<file path="src/rtl/mem_arbiter_pkg.sv">
// Shared types and defaults for the fetch/LSU memory arbiter.
// Holds the FSM encoding, requester IDs and the timeout counter sizing helper.
package mem_pkg;

  localparam int ADDR_W_DEF = 24;
  localparam int DATA_W_DEF = 32;

  typedef enum logic [1:0] {
    IDLE = 2'd0,
    BUSY = 2'd1,
    RESP = 2'd2
  } state_t;

  typedef enum logic {
    REQ_IF = 1'b0,
    REQ_D  = 1'b1
  } req_id_t;

  // A zero timeout still needs a legal one-bit counter vector.
  function automatic int cnt_width(input int timeout);
    return (timeout > 0) ? $clog2(timeout + 1) : 1;
  endfunction

endpackage

</file>
<file path="src/rtl/mem_arbiter_if.sv">
// Bundles the fetch, load/store and memory-controller signals seen by the arbiter.
// slave is the arbiter's view; master is the surrounding core/memory view.
interface mem_arbiter_if #(
  parameter int ADDR_W = 24,
  parameter int DATA_W = 32
);

  logic              if_req;
  logic [ADDR_W-1:0] if_addr;
  logic              if_gnt;
  logic              if_rvalid;
  logic [DATA_W-1:0] if_rdata;

  logic              d_req;
  logic              d_we;
  logic [ADDR_W-1:0] d_addr;
  logic [DATA_W-1:0] d_wdata;
  logic              d_gnt;
  logic              d_rvalid;
  logic [DATA_W-1:0] d_rdata;

  logic [ADDR_W-1:0] mem_addr;
  logic              mem_we;
  logic [DATA_W-1:0] mem_wdata;
  logic [DATA_W-1:0] mem_rdata;
  logic              mem_op_r;

  logic              err;

  modport slave (
    input  if_req, if_addr,
    output if_gnt, if_rvalid, if_rdata,
    input  d_req, d_we, d_addr, d_wdata,
    output d_gnt, d_rvalid, d_rdata,
    output mem_addr, mem_we, mem_wdata,
    input  mem_rdata, mem_op_r,
    output err
  );

  modport master (
    output if_req, if_addr,
    input  if_gnt, if_rvalid, if_rdata,
    output d_req, d_we, d_addr, d_wdata,
    input  d_gnt, d_rvalid, d_rdata,
    input  mem_addr, mem_we, mem_wdata,
    output mem_rdata, mem_op_r,
    input  err
  );

endinterface

</file>
<file path="src/rtl/mem_arbiter_rr_arb2.sv">
// Two-way round-robin pick between fetch and data requesters.
// On a tie the requester that did not win last time is chosen.
module rr_arb2
  import mem_pkg::*;
(
  input  logic    i_if_req,
  input  logic    i_d_req,
  input  req_id_t i_last_grant,
  output req_id_t o_winner,
  output logic    o_valid
);

  always_comb begin
    o_valid  = i_if_req | i_d_req;
    o_winner = REQ_IF;
    if (i_if_req && i_d_req) begin
      o_winner = (i_last_grant == REQ_D) ? REQ_IF : REQ_D;
    end else if (i_d_req) begin
      o_winner = REQ_D;
    end
  end

endmodule

</file>
<file path="src/rtl/mem_arbiter.sv">
// Arbitrates the single-ported memory controller between fetch and load/store.
// One transaction at a time: latch request, wait for mem_op_r or timeout, respond.
module mem_arbiter
  import mem_pkg::*;
#(
  parameter int ADDR_W  = ADDR_W_DEF,
  parameter int DATA_W  = DATA_W_DEF,
  parameter int TIMEOUT = 15
) (
  input  logic clk,
  input  logic rst_n,
  mem_arbiter_if.slave bus
);

  localparam int               CNT_W     = cnt_width(TIMEOUT);
  localparam logic [CNT_W-1:0] CNT_LIMIT = CNT_W'(TIMEOUT);

  state_t            r_state,      w_state;
  req_id_t           r_owner,      w_owner;
  req_id_t           r_last_grant, w_last_grant;
  logic [CNT_W-1:0]  r_cnt,        w_cnt;

  logic [ADDR_W-1:0] r_mem_addr,   w_mem_addr;
  logic              r_mem_we,     w_mem_we;
  logic [DATA_W-1:0] r_mem_wdata,  w_mem_wdata;
  logic              r_if_gnt,     w_if_gnt;
  logic              r_if_rvalid,  w_if_rvalid;
  logic [DATA_W-1:0] r_if_rdata,   w_if_rdata;
  logic              r_d_gnt,      w_d_gnt;
  logic              r_d_rvalid,   w_d_rvalid;
  logic [DATA_W-1:0] r_d_rdata,    w_d_rdata;
  logic              r_err,        w_err;

  req_id_t           w_arb_winner;
  logic              w_arb_valid;
  logic              w_timeout;
  logic [DATA_W-1:0] w_resp_data;

  rr_arb2 u_rr_arb2 (
    .i_if_req     (bus.if_req),
    .i_d_req      (bus.d_req),
    .i_last_grant (r_last_grant),
    .o_winner     (w_arb_winner),
    .o_valid      (w_arb_valid)
  );

  assign w_timeout   = (TIMEOUT != 0) && (r_cnt == CNT_LIMIT);
  // An aborted read returns zero rather than whatever is on mem_rdata.
  assign w_resp_data = bus.mem_op_r ? bus.mem_rdata : '0;

  always_comb begin
    w_state      = r_state;
    w_owner      = r_owner;
    w_last_grant = r_last_grant;
    w_cnt        = r_cnt;
    w_mem_addr   = r_mem_addr;
    w_mem_we     = r_mem_we;
    w_mem_wdata  = r_mem_wdata;
    w_if_gnt     = 1'b0;
    w_if_rvalid  = 1'b0;
    w_if_rdata   = r_if_rdata;
    w_d_gnt      = 1'b0;
    w_d_rvalid   = 1'b0;
    w_d_rdata    = r_d_rdata;
    w_err        = 1'b0;

    case (r_state)
      IDLE: begin
        if (w_arb_valid) begin
          w_state = BUSY;
          w_owner = w_arb_winner;
          w_cnt   = '0;
          if (w_arb_winner == REQ_D) begin
            w_mem_addr  = bus.d_addr;
            w_mem_we    = bus.d_we;
            w_mem_wdata = bus.d_wdata;
            w_d_gnt     = 1'b1;
          end else begin
            w_mem_addr  = bus.if_addr;
            w_mem_we    = 1'b0;
            w_mem_wdata = '0;
            w_if_gnt    = 1'b1;
          end
        end
      end

      BUSY: begin
        if (bus.mem_op_r || w_timeout) begin
          w_state  = RESP;
          w_mem_we = 1'b0;
          w_err    = ~bus.mem_op_r;
          if (r_owner == REQ_IF) begin
            w_if_rvalid = 1'b1;
            w_if_rdata  = w_resp_data;
          end else begin
            w_d_rvalid = 1'b1;
            // A write acknowledge leaves the last load data in place.
            if (!r_mem_we) begin
              w_d_rdata = w_resp_data;
            end
          end
        end else if (TIMEOUT != 0) begin
          w_cnt = r_cnt + CNT_W'(1);
        end
      end

      RESP: begin
        w_state      = IDLE;
        w_last_grant = r_owner;
      end

      default: begin
        w_state = IDLE;
      end
    endcase
  end

  always_ff @(posedge clk or negedge rst_n) begin
    if (!rst_n) begin
      r_state      <= IDLE;
      r_owner      <= REQ_IF;
      r_last_grant <= REQ_D;
      r_cnt        <= '0;
      r_mem_addr   <= '0;
      r_mem_we     <= 1'b0;
      r_mem_wdata  <= '0;
      r_if_gnt     <= 1'b0;
      r_if_rvalid  <= 1'b0;
      r_if_rdata   <= '0;
      r_d_gnt      <= 1'b0;
      r_d_rvalid   <= 1'b0;
      r_d_rdata    <= '0;
      r_err        <= 1'b0;
    end else begin
      r_state      <= w_state;
      r_owner      <= w_owner;
      r_last_grant <= w_last_grant;
      r_cnt        <= w_cnt;
      r_mem_addr   <= w_mem_addr;
      r_mem_we     <= w_mem_we;
      r_mem_wdata  <= w_mem_wdata;
      r_if_gnt     <= w_if_gnt;
      r_if_rvalid  <= w_if_rvalid;
      r_if_rdata   <= w_if_rdata;
      r_d_gnt      <= w_d_gnt;
      r_d_rvalid   <= w_d_rvalid;
      r_d_rdata    <= w_d_rdata;
      r_err        <= w_err;
    end
  end

  assign bus.if_gnt    = r_if_gnt;
  assign bus.if_rvalid = r_if_rvalid;
  assign bus.if_rdata  = r_if_rdata;
  assign bus.d_gnt     = r_d_gnt;
  assign bus.d_rvalid  = r_d_rvalid;
  assign bus.d_rdata   = r_d_rdata;
  assign bus.mem_addr  = r_mem_addr;
  assign bus.mem_we    = r_mem_we;
  assign bus.mem_wdata = r_mem_wdata;
  assign bus.err       = r_err;

endmodule

</file>
<file path="src/flat_wrapper.sv">
// flat-port wrapper written by rule: the top's interface ports become plain ports
module mem_arbiter_flat import mem_pkg::*;
#(
  parameter int ADDR_W  = ADDR_W_DEF,
  parameter int DATA_W  = DATA_W_DEF,
  parameter int TIMEOUT = 15
)
  (clk, rst_n, bus_if_req, bus_if_addr, bus_if_gnt, bus_if_rvalid, bus_if_rdata, bus_d_req, bus_d_we, bus_d_addr, bus_d_wdata, bus_d_gnt, bus_d_rvalid, bus_d_rdata, bus_mem_addr, bus_mem_we, bus_mem_wdata, bus_mem_rdata, bus_mem_op_r, bus_err);
  mem_arbiter_if #(.ADDR_W(ADDR_W), .DATA_W(DATA_W)) bus_i ();
  input  logic clk;
  input  logic rst_n;
  input wire logic [$bits(bus_i.if_req)-1:0] bus_if_req;
  input wire logic [$bits(bus_i.if_addr)-1:0] bus_if_addr;
  output wire logic [$bits(bus_i.if_gnt)-1:0] bus_if_gnt;
  output wire logic [$bits(bus_i.if_rvalid)-1:0] bus_if_rvalid;
  output wire logic [$bits(bus_i.if_rdata)-1:0] bus_if_rdata;
  input wire logic [$bits(bus_i.d_req)-1:0] bus_d_req;
  input wire logic [$bits(bus_i.d_we)-1:0] bus_d_we;
  input wire logic [$bits(bus_i.d_addr)-1:0] bus_d_addr;
  input wire logic [$bits(bus_i.d_wdata)-1:0] bus_d_wdata;
  output wire logic [$bits(bus_i.d_gnt)-1:0] bus_d_gnt;
  output wire logic [$bits(bus_i.d_rvalid)-1:0] bus_d_rvalid;
  output wire logic [$bits(bus_i.d_rdata)-1:0] bus_d_rdata;
  output wire logic [$bits(bus_i.mem_addr)-1:0] bus_mem_addr;
  output wire logic [$bits(bus_i.mem_we)-1:0] bus_mem_we;
  output wire logic [$bits(bus_i.mem_wdata)-1:0] bus_mem_wdata;
  input wire logic [$bits(bus_i.mem_rdata)-1:0] bus_mem_rdata;
  input wire logic [$bits(bus_i.mem_op_r)-1:0] bus_mem_op_r;
  output wire logic [$bits(bus_i.err)-1:0] bus_err;
  assign bus_i.if_req = bus_if_req;
  assign bus_i.if_addr = bus_if_addr;
  assign bus_if_gnt = bus_i.if_gnt;
  assign bus_if_rvalid = bus_i.if_rvalid;
  assign bus_if_rdata = bus_i.if_rdata;
  assign bus_i.d_req = bus_d_req;
  assign bus_i.d_we = bus_d_we;
  assign bus_i.d_addr = bus_d_addr;
  assign bus_i.d_wdata = bus_d_wdata;
  assign bus_d_gnt = bus_i.d_gnt;
  assign bus_d_rvalid = bus_i.d_rvalid;
  assign bus_d_rdata = bus_i.d_rdata;
  assign bus_mem_addr = bus_i.mem_addr;
  assign bus_mem_we = bus_i.mem_we;
  assign bus_mem_wdata = bus_i.mem_wdata;
  assign bus_i.mem_rdata = bus_mem_rdata;
  assign bus_i.mem_op_r = bus_mem_op_r;
  assign bus_err = bus_i.err;
  mem_arbiter #(.ADDR_W(ADDR_W), .DATA_W(DATA_W), .TIMEOUT(TIMEOUT)) u_core (.clk(clk), .rst_n(rst_n), .bus(bus_i));
endmodule
</file>
<file path="config.mk">
export PLATFORM = sky130hd
export DESIGN_NAME = mem_arbiter_flat
export DESIGN_NICKNAME = d
export VERILOG_FILES = /design/src/rtl/mem_arbiter_pkg.sv /design/src/rtl/mem_arbiter_if.sv /design/src/rtl/mem_arbiter_rr_arb2.sv /design/src/rtl/mem_arbiter.sv /design/src/flat_wrapper.sv
export SDC_FILE = /design/constraint.sdc
export NUM_CORES = 1
export LEC_CHECK = 0
export ABC_AREA = 1
export CORE_MARGIN = 4
export CORE_UTILIZATION = 42
export DETAILED_ROUTE_END_ITERATION = 8
export PLACE_DENSITY = 0.78
export RECOVER_POWER = 50
export SKIP_LAST_GASP = 1
export SLEW_MARGIN = 10
export SYNTH_ARGS = -nofsm -noshare
export SYNTH_HDL_FRONTEND = slang
export SYNTH_SLANG_ARGS = --single-unit
</file>
<file path="constraint.sdc">
create_clock -name clk -period 1.7 [get_ports clk]
set_input_delay 0.34 -clock clk [delete_from_list [all_inputs] [get_ports clk]]
set_output_delay 0.34 -clock clk [all_outputs]
set_load 0.02 [all_outputs]
</file>
==> results.cfg <==
[outcome]
outcome = completed

[yosys]
synth_top_area_share_pct = 58.90
mappedNetlistArea_um2 = 5650
yosys_warnings = 0
synthArstFlopShare_pct = 100.0
ys_seq_area_share_pct = 59.37
synth_cells = 643
synth_ff_type = dfrtp_1
synthesis.nets = 762
synth_edf_count = 0
synth_cell_type_count = 23
synth_seq_cells = 134
ys_top_cells_by_area = dfrtp_1 (59%), nand2_1 (21%), o21ai_2 (3.7%)
yosys.area.top_type = dfrtp_1
avgSynthCellArea_um2 = 8.788

[placed_design]
gp_congestion = 0.8538
dp.cells = 1063
port_buffers = 243
hpwl_mm = 11.57
place_worst_setup_slack_ns = -0.02494

[routing]
wirelength_mm = 16.27
drc_errors = 0
wl_per_cell_um = 14.86
vias = 5311
drt_iter0_drc = 414
vias_per_cell = 4.850
drtAntennaViolNets = 0
drt-pass1-iter-count = 5

[clock_tree]
numCtsBuffers = 17
post_cts_buffers = 0
root_buffer = clkbuf_16
cts_tree = yes
clock_latency_ns = 0.41
htree_levels = 4
cts.sinks = 134
clk_pin_slew_worst_paths_ns = 0.06
clockBufferDepth = 2

[floorplanning]
io_pins = 244
coreArea_um2 = 13190
fp.dieW_um = 124.0
dieArea_um2 = 15370
die_h_um = 124.0
rows = 42
floorplan.initialDensity_pct = 42.84

[setup_path]
cp_max_fo = 8
cp_slowest_cell = o21ai_1
critPathKind = input port to flip-flop
cp-startpoint = bus_d_req
cp_cell_sequence = clkdlybuf4s50_1, o21ai_1, buf_4, nand2_1, nand2_1, nand2_1
end_kind = flip-flop
cpPeakStageDelay_ns = 0.54
crit_top_cell = nand2_1
crit-reg2reg-launch = u_core.r_cnt[0]
crit_required_ns = 2.00
worstSetupEndpoint = u_core.r_cnt[3]
crit_path_start_kind = input port
crit_arrival_ns = 1.81
r2r-end = u_core.bus.if_rdata[12]
r2r_setup_slack_ns = 0.19
reg2reg_depth = 7

[finish]
nets = 1026
synthToLayoutAreaGrowth_pct = 56.80
diodes = 0
final_cells = 1095
fillers = 1111
final_cell_mix = nand2_1 (311), dfrtp_1 (133), dlygate4sd2_1 (124)
final_common_cell = nand2_1
fin_util_pct = 67.17
drive_gt1_share_pct = 11.21

[grt]
antenna_found_initial = 0
grt.overflow.total = 0
grt_max_degree = 49
grt_use_total_pct = 21.28
grt_pass1_vias = 5190
grt_first_pass_wirelength_mm = 25.24

[sta]
worst_slack_ns = 0.1863
fin_worst_skew_ns = 0.008269
setup_viol = 0
slew_viol_final = 0
grt_setup_unrepaired = false
final_period_minus_worst_setup_slack_ns = 1.514
final_hold_viol_count = 0
post-route-period-util_pct = 89.04
tightest_slew_ns = 0.9740
relSlewSlack_pct = 35.07
fmax_ghz = 0.6606

[pwr]
ir_worst_vdd_v = 0.0008615
p_per_area_nw_per_um2 = 1748
power_leakage_uw = 0.004897

[flow_run]
timing.max_cap.violations = 0

[hold_path]
hold_class = input port to flip-flop
## cells by family after synthesis
| kind of cell | synth area share (%) |
|---|---|
| simple gates | 28.41 |
| fa+ha+maj | 0.2214 |
| flops | 59.37 |
| compound gates | 5.071 |
| buf+inv | 6.931 |
## routing by layer
metal | track usage (%) | up-vias | wire, um
li1 | - | 2565 | -
met1 | 26.12 | 2478 | 6503
met2 | 33.86 | 239 | 7612
met3 | 8.856 | 29 | 1833
met4 | 7.598 | 0 | 317
met5 | 0 | - | 0
## synth_stat cells, types with 2 or more instances
| master | number |
|---|---|
| a21oi_1 | 2 |
| clkbuf_1 | 5 |
| nand3_2 | 2 |
| buf_6 | 6 |
| dfrtp_1 | 133 |
| buf_2 | 25 |
| buf_4 | 3 |
| nand2_1 | 311 |
| o21ai_2 | 24 |
| o21ai_0 | 3 |
| nor2_1 | 4 |
| nor2_2 | 3 |
| nand4_1 | 33 |
| inv_1 | 41 |
| nand3_1 | 32 |
| o21ai_1 | 9 |
## critical path, delay by kind of cell
family                 cells  cell delay (ns)
buffers and inverters      2             0.70
AO/OA/AOI/OAI              1             0.54
AND/OR/NAND/NOR            3             0.23
## layout make-up
type	count	area, um^2	share of cell area (%)
clock buffers	23	508.0	5.734
clock inverters	8	71.32	0.8050
inverters	42	157.7	1.779
multi-input cells	428	1906	21.51
flip-flops and latches	134	3354	37.86
well taps	176	220.2	2.486
repair buffers	284	2643	29.83
## where the power goes
part	internal, uW	switching (uW)	total, uW	leakage (uW)
Combinational	2490	4130	6620	0.00286
Clock	2230	1330	3550	0.000291
Sequential	4560	759	5320	0.00174
## stage by stage
stage          setup TNS, ns  total power, uW  instance area [um^2]  hold slack, ns
2_1_floorplan              0             9180                  5650         0.04441
3_3_place_gp               0            12900                  8458          0.2673
3_5_place_dp         -0.1816            13030                  8458          0.2658
4_1_cts                    0            15700                  8892          0.3982
5_1_grt                    0            16440                  8860          0.4521
6_report                   0            15490                  8860          0.4521
## worst min path at each step
stage               startpoint                  endpoint  slack, ns  cells past startpoint
5_1_grt        bus_d_wdata[18]  u_core.bus.mem_wdata[18]       0.45                      3
3_5_place_dp             rst_n   u_core.bus.if_rdata[27]       0.27                      1
4_1_cts                  rst_n    u_core.bus.d_rdata[28]       0.40                      2
3_3_place_gp             rst_n   u_core.bus.if_rdata[27]       0.27                      1
6_report       bus_d_wdata[10]  u_core.bus.mem_wdata[10]       0.45                      3
2_1_floorplan            rst_n          u_core.bus.d_gnt       0.04                      0
## timing repair
action	4_1_cts	5_1_grt
gates resized for setup	124	2
endpoints found under the hold margin	32	0
endpoints found under the setup margin	124	2
hold buffers	1	0
pin swaps	0	0
## flip-flops by register name, summed over array words and instances (netlist names), 2 cells and up
name / cells
u_core.bus.d_rdata: 32
u_core.bus.if_rdata: 32
u_core.bus.mem_addr: 24
u_core.bus.mem_wdata: 32
u_core.r_cnt: 4
u_core.r_state: 2
Power figures use the tool's default switching activity.
